--- src/rtl/uart_rx.sv ---
// 8N1 UART receiver, 8x oversampled, with glitch-start rejection and framing errors.
// Define UART_RX_MAJORITY_EN for 2-of-3 majority voting around each sample point.
module uart_rx #(
    parameter int TICK_DIV   = 43,
    parameter int OVERSAMPLE = 8,
    parameter bit MSB_FIRST  = 1'b0
) (
    input  logic       user_clock,
    input  logic       rst,
    input  logic       usb_rs232_rxd,
    output logic [7:0] rx_data,
    output logic       rx_valid,
    output logic       rx_frame_err,
    output logic       rx_busy
);

    localparam int DW = $clog2(TICK_DIV);
    localparam logic [DW-1:0] DIV_MAX = DW'(TICK_DIV - 1);
    localparam logic [2:0] LAST_PH = 3'(OVERSAMPLE - 1);
`ifdef UART_RX_MAJORITY_EN
    localparam logic [2:0] START_PH = 3'd4;
`else
    localparam logic [2:0] START_PH = 3'd3;
`endif

    typedef enum logic [2:0] {
        IDLE,
        START,
        DATA,
        STOP,
        BRK
    } state_t;

    state_t     state, state_n;
    logic       sync1, rxd_s;
    logic [DW-1:0] div;
    logic       tick;
    logic       samp;
    logic [2:0] phase, phase_n;
    logic [2:0] bit_idx, bit_n;
    logic [7:0] shreg, shreg_n;
    logic [7:0] data_n;
    logic       valid_n, err_n;

    always_ff @(posedge user_clock or negedge rst) begin
        if (!rst) begin
            sync1 <= 1'b1;
            rxd_s <= 1'b1;
        end else begin
            sync1 <= usb_rs232_rxd;
            rxd_s <= sync1;
        end
    end

    assign tick = (div == DIV_MAX);

    always_ff @(posedge user_clock or negedge rst) begin
        if (!rst)      div <= '0;
        else if (tick) div <= '0;
        else           div <= div + 1'b1;
    end

`ifdef UART_RX_MAJORITY_EN
    // hist holds rxd_s from the two previous ticks; vote with the current one
    logic [1:0] hist;

    always_ff @(posedge user_clock or negedge rst) begin
        if (!rst)      hist <= 2'b11;
        else if (tick) hist <= {hist[0], rxd_s};
    end

    assign samp = (hist[1] & hist[0]) | (hist[1] & rxd_s) | (hist[0] & rxd_s);
`else
    assign samp = rxd_s;
`endif

    always_ff @(posedge user_clock or negedge rst) begin
        if (!rst) begin
            state        <= IDLE;
            phase        <= '0;
            bit_idx      <= '0;
            shreg        <= '0;
            rx_data      <= 8'h00;
            rx_valid     <= 1'b0;
            rx_frame_err <= 1'b0;
        end else begin
            state        <= state_n;
            phase        <= phase_n;
            bit_idx      <= bit_n;
            shreg        <= shreg_n;
            rx_data      <= data_n;
            rx_valid     <= valid_n;
            rx_frame_err <= err_n;
        end
    end

    always_comb begin
        state_n = state;
        phase_n = phase;
        bit_n   = bit_idx;
        shreg_n = shreg;
        data_n  = rx_data;
        valid_n = 1'b0;
        err_n   = 1'b0;
        unique case (state)
            IDLE: begin
                if (tick && !rxd_s) begin
                    state_n = START;
                    phase_n = '0;
                end
            end
            START: begin
                if (tick) begin
                    if (phase == START_PH) begin
                        if (samp) begin
                            state_n = IDLE;
                        end else begin
                            state_n = DATA;
                            phase_n = '0;
                            bit_n   = '0;
                        end
                    end else begin
                        phase_n = phase + 3'd1;
                    end
                end
            end
            DATA: begin
                if (tick) begin
                    phase_n = phase + 3'd1;
                    if (phase == LAST_PH) begin
                        if (MSB_FIRST) shreg_n = {shreg[6:0], samp};
                        else           shreg_n = {samp, shreg[7:1]};
                        bit_n = bit_idx + 3'd1;
                        if (bit_idx == 3'd7) begin
                            state_n = STOP;
                            phase_n = '0;
                        end
                    end
                end
            end
            STOP: begin
                if (tick) begin
                    if (phase == LAST_PH) begin
                        if (samp) begin
                            data_n  = shreg;
                            valid_n = 1'b1;
                            state_n = IDLE;
                        end else begin
                            err_n   = 1'b1;
                            state_n = BRK;
                        end
                    end else begin
                        phase_n = phase + 3'd1;
                    end
                end
            end
            BRK: begin
                // one error per break: wait for the line to return high
                if (rxd_s) state_n = IDLE;
            end
            default: state_n = IDLE;
        endcase
    end

    assign rx_busy = (state != IDLE);

endmodule
--- config.mk ---
export PLATFORM = sky130hd
export DESIGN_NAME = uart_rx
export DESIGN_NICKNAME = d
export VERILOG_FILES = /design/src/rtl/uart_rx.sv
export SDC_FILE = /design/constraint.sdc
export NUM_CORES = 1
export LEC_CHECK = 0
export CORE_MARGIN = 5
export CORE_UTILIZATION = 44
export DETAILED_ROUTE_END_ITERATION = 10
export PLACE_DENSITY = 0.66
export SETUP_SLACK_MARGIN = 0.5
export SYNTH_ARGS = -nofsm -noshare
export SYNTH_HDL_FRONTEND = slang
export SYNTH_SLANG_ARGS = --single-unit
--- constraint.sdc ---
create_clock -name user_clock -period 1.7 [get_ports user_clock]
set_input_delay 0.34 -clock user_clock [delete_from_list [all_inputs] [get_ports user_clock]]
set_output_delay 0.34 -clock user_clock [all_outputs]
set_load 0.1 [all_outputs]
* After elaboration in Yosys (flattened, before gate mapping)
Index checks and enable logic that the tools add are counted.
** Cells by class
- Reductions and logical operators :: 11
- $add $sub $neg :: 3
- Equal/unequal tests :: 20
- Mux-type cells :: 36
** Operators with widths (count)
- $mux 3 :: 23
- $ne 2x2->1 const B :: 11
- $pmux 3 s5 :: 1
- $pmux 3 s4 :: 1
- $eq 3x2->1 const B :: 3
- $eq 3x3->1 const B :: 3
- $reduce_and 9->1 :: 1
- $mux 1 :: 8
- $reduce_and 7->1 :: 1
- $add 3x1->3 const B :: 2
- $add 6x1->6 const B :: 1
- $eq 6x6->1 const B :: 1
- $mux 6 :: 1
- $pmux 3 s2 :: 1
- $reduce_and 6->1 :: 1
- $reduce_and 4->1 :: 1
- $reduce_bool 4->1 :: 1
- $eq 3x1->1 const B :: 1
- $logic_not 3->1 :: 1
- $ne 3x3->1 const B :: 1
- $reduce_and 3->1 :: 1
- $reduce_bool 3->1 :: 1
- $mux 2 :: 1
- $reduce_bool 2->1 :: 1
- 2 further kinds :: 2
** Word-level totals
- Bits in registers :: 35
- Output and inout port bits :: 11
- Logic and storage cells :: 80
- Bits of input ports :: 3

* Logic depth before layout (Yosys ltp)
Gate-level depths: netlist of the first run.
- Depth after elaboration :: 5
- Gate-level depth with buffers :: 6
- Depth with buffers taken out :: 6

* Worst setup path before layout of the first run
OpenSTA, ideal clock, no wires.
- Kind :: reg-to-reg
- Start :: reg phase[0]
- End :: reg phase[0]
- Clock period less this slack :: 1.832 ns
- Setup slack :: -0.132 ns
- Setup time :: 0.125 ns
- Arrival time :: 1.708 ns
- Data required time :: 1.575 ns
- Stages on the path, launching flop included :: 6
- Path buffers :: 0
- Cells stage by stage :: dfrtp_1 > ha_1 > ha_1 > and3_2 > nor4_4 > mux2_2
** Between the ends
- Longest elaborated chain between the ends :: 5
- Elaborated cells between the ends (all ways) :: 14
- Those cells by class :: add/sub: 1; eq/ne: 4; mux: 8; reduce/logical: 1
** RTL lines
- from (decl) :: line 39 : logic [2:0] phase, phase_n;
- from (signal assigned) :: line 88 : phase <= phase_n;
- $add 3x1->3 :: line 123, 129, 153
- $mux 3 :: line 134 : if (bit_idx == 3'd7) begin
- $mux 3 :: line 130 : if (phase == LAST_PH) begin
- $mux 3 :: line 128 : if (tick) begin
- $pmux 3 s4 :: line 105 : unique case (state)
Several ways; a longest one is shown, not always the timed one. The select of a mux whose other input is x is not followed.
A chain may end at the register's enable or synchronous reset.

* Worst setup path after layout of the first run
- Start :: reg phase[0]
- End :: reg shreg[6]
** Between the ends
- Longest elaborated chain between the ends :: 2
** RTL lines
- $eq 3x3->1 :: line 130
- $reduce_and 3->1 (no source line)
- to (signal assigned) :: line 90 : shreg <= shreg_n;
- to (decl) :: line 41 : logic [7:0] shreg, shreg_n;
No other way between the ends.

==> results of run 1 <==
## Yosys cell counts, types with 2 or more instances
library cell / n
and3_2: 2
mux2_2: 18
xnor2_1: 3
dfstp_2: 2
nor2_1: 9
nor2b_1: 2
nand2_1: 7
mux2i_1: 2
ha_1: 8
o21ai_0: 3
or3_1: 2
a21oi_1: 4
nand3_1: 4
inv_1: 6
dfrtp_1: 33
a22o_1: 2
## registers in the layout, summed over array words and instances, names as in the netlist
signal / flops
rx_frame_err: 1
rx_data: 8
sync1: 1
rx_valid: 1
phase: 3
shreg: 8
state: 3
bit_idx: 3
div: 6
rxd_s: 1
## path summary, 6_finish.rpt
path	from	endpoint	slack [ps]	depth (start not counted)
min in group user_clock	sync1$_DFF_PN1_	rxd_s$_DFF_PN1_	360	0
worst min-delay path	rst	shreg[2]$_DFFE_PN0P_	350	2
max in group asynchronous	rst	sync1$_DFF_PN1_	1090	2
worst min register to register	sync1$_DFF_PN1_	rxd_s$_DFF_PN1_	360	0
worst max-delay path	phase[0]$_DFFE_PN0P_	shreg[6]$_DFFE_PN0P_	-30	5
worst max register to register	phase[0]$_DFFE_PN0P_	shreg[6]$_DFFE_PN0P_	-30	5
## power breakdown
| part | internal, uW | switching [uW] | total [uW] |
|---|---|---|---|
| clock network | 159 | 292 | 451 |
| registers | 838 | 5.09 | 843 |
| logic | 25.1 | 36.1 | 61.2 |
| total | 1020 | 333 | 1360 |
## what timing repair did
| action | in CTS | in global routing |
|---|---|---|
| pin swaps | 5 | 4 |
| setup endpoints to repair | 43 | 43 |
| buffers inserted | 9 | 2 |
| hold buffers | 0 | 0 |
| cloned | 0 | 0 |
| resized for setup | 16 | 1 |
## per-layer routing
| layer | vias to the layer above | wire [um] |
|---|---|---|
| met5 | - | 0 |
| met4 | 0 | 78 |
| met3 | 8 | 123 |
| met2 | 16 | 1540 |
| met1 | 547 | 1410 |
| li1 | 520 | - |
## per-stage QoR
stage	setup TNS [ps]	hold WS (ps)	cells	utilization (%)
2_1_floorplan	0	44.4	124	-
3_3_place_gp	-38.7	347	192	60.3
3_5_place_dp	-153	347	192	60.3
4_1_cts	-219	354	209	65.3
5_1_grt	-1100	369	211	65.7
6_report	-90.8	352	211	65.7
## layout make-up
| cell class | instances | area share [%] |
|---|---|---|
| inverter | 6 | 1.00 |
| clock inverter | 2 | 0.557 |
| timing repair buffer | 36 | 19.1 |
| sequential | 35 | 39.8 |
| clock buffer | 6 | 1.84 |
| multi-input combinational | 80 | 35.1 |
| tap | 46 | 2.56 |
## kinds of logic (layout without fill, tap and decap cells)
kind of cell,count (synthesis),in the layout
simple gates,35,35
flops,35,35
buf+inv,9,50
mux,20,20
fa+ha+maj,8,8
xor+xnor,4,4
compound gates,13,13
==> flow_metrics.tcl, run 1 <==
set metrics [dict create \
    grt_pass1_wl_um 5640 \
    wl_per_cell_um 15.0 \
    cts.path.max_buffers 2 \
    clock_skew_ps 9.57 \
    synth_seq_area_share_pct 55.1 \
    period_minus_slack_ps 1730 \
    required_ps 1940 \
    cp_slowest_cell "dfrtp_1" \
    final_cell_mix "dfrtp_1, buf_4, mux2_2" \
    status "finished with violations" \
    dr.pass1.iters 4 \
    synth-simple-area-share_pct 14.5 \
    synthArstFlopShare_pct 100 \
    slew_headroom_pct 73.9 \
    drt-initial-drc-count 42 \
    cts_made_buffers 5 \
    die_w_um 70.2 \
    vias 1091 \
    insertion_delay_ps 350 \
    placed_cell_area_um2 2060 \
    cts-root-buf "clkbuf_4" \
    critPathBufInv 0 \
    cap_viol_max_count 0 \
    synth_area_per_cell_um2 12.9 \
    grt-ovfl-total 0 \
    cts.sinks 35 \
    finalNetCount 175 \
    path_clk_slew_ps 110 \
    num-fill-cells 259 \
    dieArea_um2 4930 \
    worst_path_dominant_cell_family "simple AND/OR/NAND/NOR gates" \
    fin_ws_ps -32.3 \
    grt_max_degree 36 \
    synth_cell_types 33 \
    min_path_type "in -> async" \
    startpoint_type "register" \
    yosys.area.top_type "dfrtp_1" \
    max_freq_mhz 577 \
    p_per_area_nw_per_um2 604 \
    syn_area_um2 1600 \
    regArea_um2 893 \
    stdcell_area_um2 2240 \
    die_h_um 70.2 \
    setup_viol 7 \
    fin_crit_sh_pct 102 \
    top_usage_layer "met2" \
    syn-num-nets 135 \
    antenna_cells 0 \
    ir_drop_uv 425 \
    hold_violations 0 \
    met3_usage_pct 4.45 \
    boundaryPins 14 \
    rsz0062_at_grt "true" \
    grt_use_met1_pct 17.0 \
    grt_pass1_vias 1209 \
    violations "setup timing" \
    synth_top_area_share_pct 51.8 \
    place.gp.congestion 0.772 \
    cts_tree "done" \
    syn_inst 124 \
    worst_setup_path_end_kind "register" \
    place_hpwl_um 2060 \
    synth_fa_ha_area_share_pct 6.27 \
    synth_edf_count 0 \
    ant_nets 0 \
    worstPathCellList "ha_4, ha_2, and3b_2, and3_4, mux2_2" \
    p_leak_uw 0.000981 \
    synth.area.mux_share_pct 14.0 \
    grtUsageTotal_pct 14.6 \
    worst_pin_slew_ps 382 \
    critical_path_class "reg -> reg" \
    yosys_warnings 0 \
    rows 21 \
    synth-compound-area-share_pct 5.25 \
    synth_xor_area_share_pct 2.20 \
    synth_top_family_by_area "simple AND/OR/NAND/NOR gates" \
    wirelength_um 3160 \
    synth_flop_cell "dfrtp_1" \
    htree_num_levels 2 \
    max_stage_delay_ps 420 \
    synth_area_leaders "dfrtp_1, mux2_2, ha_1" \
    synth-seq-cells 35 \
    met2_usage_pct 23.8 \
    pre_cts_ws_ps -76.7 \
    cp.arrival_ps 1970 \
    power_uw 1360 \
    core_um2 3420 \
    finalMaxSlewViolations 0 \
    multi_input_area_um2 788 \
    antenna_found_initial 0 \
    routed_via_density 5.17 \
    drive_gt1_share_pct 58.8 \
    drc 0 \
    io_buffers 13 \
    worstPathMaxFanout 5 \
    start_util_pct 46.7 \
    syn2layout_area_growth_pct 40.7 \
]
Note: power is estimated with default switching activity, not from simulation.
==> inputs of run 2 (changes only) <==
--- a/config.mk
+++ b/config.mk
@@ -6,9 +6,8 @@
 export NUM_CORES = 1
 export LEC_CHECK = 0
 export CORE_MARGIN = 5
-export CORE_UTILIZATION = 44
+export CORE_UTILIZATION = 35
 export DETAILED_ROUTE_END_ITERATION = 10
-export PLACE_DENSITY = 0.66
 export SETUP_SLACK_MARGIN = 0.5
 export SYNTH_ARGS = -nofsm -noshare
 export SYNTH_HDL_FRONTEND = slang
==> flow_metrics.tcl, run 2 (synthesized netlist as in run 1, its figures left out) <==
set metrics [dict create \
    holdCritStartpoint "sync1$_DFF_PN1_" \
    p_int_uw 1150 \
    met2WireLength_um 1720 \
    dr.pass1.iters 4 \
    violations "setup timing" \
    fin_crit_sh_pct 103 \
    rsz0062_at_grt "true" \
    core_um2 4380 \
    dpl.cell_count 197 \
    cts-root-buf "clkbuf_8" \
    grtUsageTotal_pct 12.7 \
    worstPathMaxFanout 5 \
    grt-ovfl-total 0 \
    period_minus_slack_ps 1760 \
    wl_per_cell_um 15.7 \
    hold-path-endpoint "rxd_s$_DFF_PN1_" \
    place.gp.congestion 0.794 \
    cp.arrival_ps 1940 \
    syn2layout_area_growth_pct 55.1 \
    dieArea_um2 6010 \
    routed_via_density 5.08 \
    fin_ws_ps -58.8 \
    die_w_um 77.5 \
    reg2reg_to "phase[2]$_DFFE_PN0P_" \
    drive_gt1_share_pct 65.1 \
    reg_top3 "rx_data (8), shreg (8), div (6)" \
    clock_skew_ps 3.48 \
    ff2ff_path_depth 5 \
    ant_nets 0 \
    swShare_pct 23.4 \
    layout_commonest_cell "dfrtp_1" \
    start_util_pct 36.4 \
    finalMaxSlewViolations 0 \
    pwr-share-comb_pct 3.7 \
    reg2reg_from "phase[0]$_DFFE_PN0P_" \
    place_hpwl_um 2150 \
    grt_pass1_wl_um 6040 \
    p_clk_share_pct 39.6 \
    cap_viol_max_count 0 \
    drc 0 \
    holdWs_ps 358 \
    rrSetupSlack_ps -60 \
    p_leak_uw 0.00107 \
    status "finished with violations" \
    hold_depth 0 \
    ir_drop_uv 352 \
    placed_cell_area_um2 2060 \
    critical_path_class "reg -> reg" \
    die_h_um 77.5 \
    insertion_delay_ps 290 \
    grt_pass1_vias 1223 \
    hold_violations 0 \
    io_buffers 13 \
    worst_pin_slew_ps 394 \
    power_uw 1500 \
    p_seq_share_pct 56.7 \
    path_clk_slew_ps 70 \
    routed.top_layer "met4" \
    antenna_found_initial 0 \
    stdcell_area_um2 2470 \
    wl_met1_um 1590 \
    worst_setup_path_end_kind "register" \
    grt_max_degree 36 \
    cts_made_buffers 5 \
    vias 1138 \
    min_path_type "reg -> reg" \
    setup_tns_ps -205 \
    fin_cells 224 \
    slew_headroom_pct 73.7 \
    required_ps 1880 \
    wirelength_um 3520 \
    max_freq_mhz 569 \
    startpoint_type "register" \
    rows 24 \
    cts.path.max_buffers 2 \
    cts_tree "done" \
    p_per_area_nw_per_um2 604 \
    boundaryPins 14 \
    setup_viol 5 \
    power_switching_uw 350 \
    finalNetCount 182 \
    final_cell_mix "dfrtp_1, buf_4, buf_12" \
    route.met3.wl_um 108 \
    cts.sinks 35 \
    drt-initial-drc-count 59 \
    htree_num_levels 2 \
    antenna_cells 0 \
]
-- run 2: changes by cell type in the layout (fill, tap and decap cells not counted), sizes merged --
cell | previous run | this run
buf | 34 | 41
-- run 2: worst max-delay path by stage --
| stage | from | to |
|---|---|---|
| after CTS | phase[0]$_DFFE_PN0P_ | phase[0]$_DFFE_PN0P_ |
| final | phase[0]$_DFFE_PN0P_ | phase[2]$_DFFE_PN0P_ |
| after floorplan | phase[0]$_DFFE_PN0P_ | phase[0]$_DFFE_PN0P_ |
| after global placement | phase[1]$_DFFE_PN0P_ | phase[0]$_DFFE_PN0P_ |
| after detailed placement | phase[1]$_DFFE_PN0P_ | phase[0]$_DFFE_PN0P_ |
| after global routing | phase[0]$_DFFE_PN0P_ | phase[1]$_DFFE_PN0P_ |
-- run 2: worst max-delay path: stages (launching register included) --
cell and delay, ps:
dfrtp_1 420, ha_4 200, ha_4 170, and3_4 210
nor4_4 330, mux2_4 330
-- run 2: power groups by stage --
stage	Clock, uW	Sequential [uW]	Combinational (uW)
CTS	615	846	54.9
finish	593	847	55.5
global route	651	847	61.6
floorplan	0	857	20.8
detailed placement	0	861	54.2
global placement	0	860	53.2
-- run 2: metal layers --
| layer | vias to the layer above | track usage, % |
|---|---|---|
| met5 | - | 0 |
| li1 | 528 | - |
| met3 | 12 | 3.24 |
| met1 | 576 | 15.2 |
| met4 | 0 | 6.70 |
| met2 | 22 | 20.8 |
-- run 2: through the flow --
step | worst slack (ps) | utilization (%)
after floorplan | 14.2 | -
after global placement | 10.0 | 46.9
after detailed placement | -59.5 | 46.9
after CTS | -53.8 | 52.4
after global routing | -120 | 56.4
final | -58.8 | 56.4
-- run 2: timing repair --
item,in CTS,in global routing
endpoints found under the setup margin,43,43
pin swaps,10,7
endpoints found under the hold margin,0,0
hold buffers,0,0
resized for setup,23,28
setup buffers,9,10
-- run 2: cell type report --
| class | count | area, um^2 |
|---|---|---|
| Timing Repair Buffer | 43 | 520 |
| Inverter | 6 | 22.5 |
| Clock inverter | 2 | 12.5 |
| Fill cell | 346 | 1910 |
| Tap cell | 52 | 65.1 |
| Sequential cell | 35 | 893 |
| Multi-Input combinational cell | 80 | 888 |
| Clock buffer | 6 | 72.6 |
==> inputs of run 3 (changes only) <==
--- a/config.mk
+++ b/config.mk
@@ -5,9 +5,11 @@
 export SDC_FILE = /design/constraint.sdc
 export NUM_CORES = 1
 export LEC_CHECK = 0
+export CAP_MARGIN = 20
 export CORE_MARGIN = 5
 export CORE_UTILIZATION = 35
 export DETAILED_ROUTE_END_ITERATION = 10
+export GPL_ROUTABILITY_DRIVEN = 1
 export SETUP_SLACK_MARGIN = 0.5
 export SYNTH_ARGS = -nofsm -noshare
 export SYNTH_HDL_FRONTEND = slang
==> results of run 3 <==
The final DEF is identical to that of run 2; final timing and power are the same.
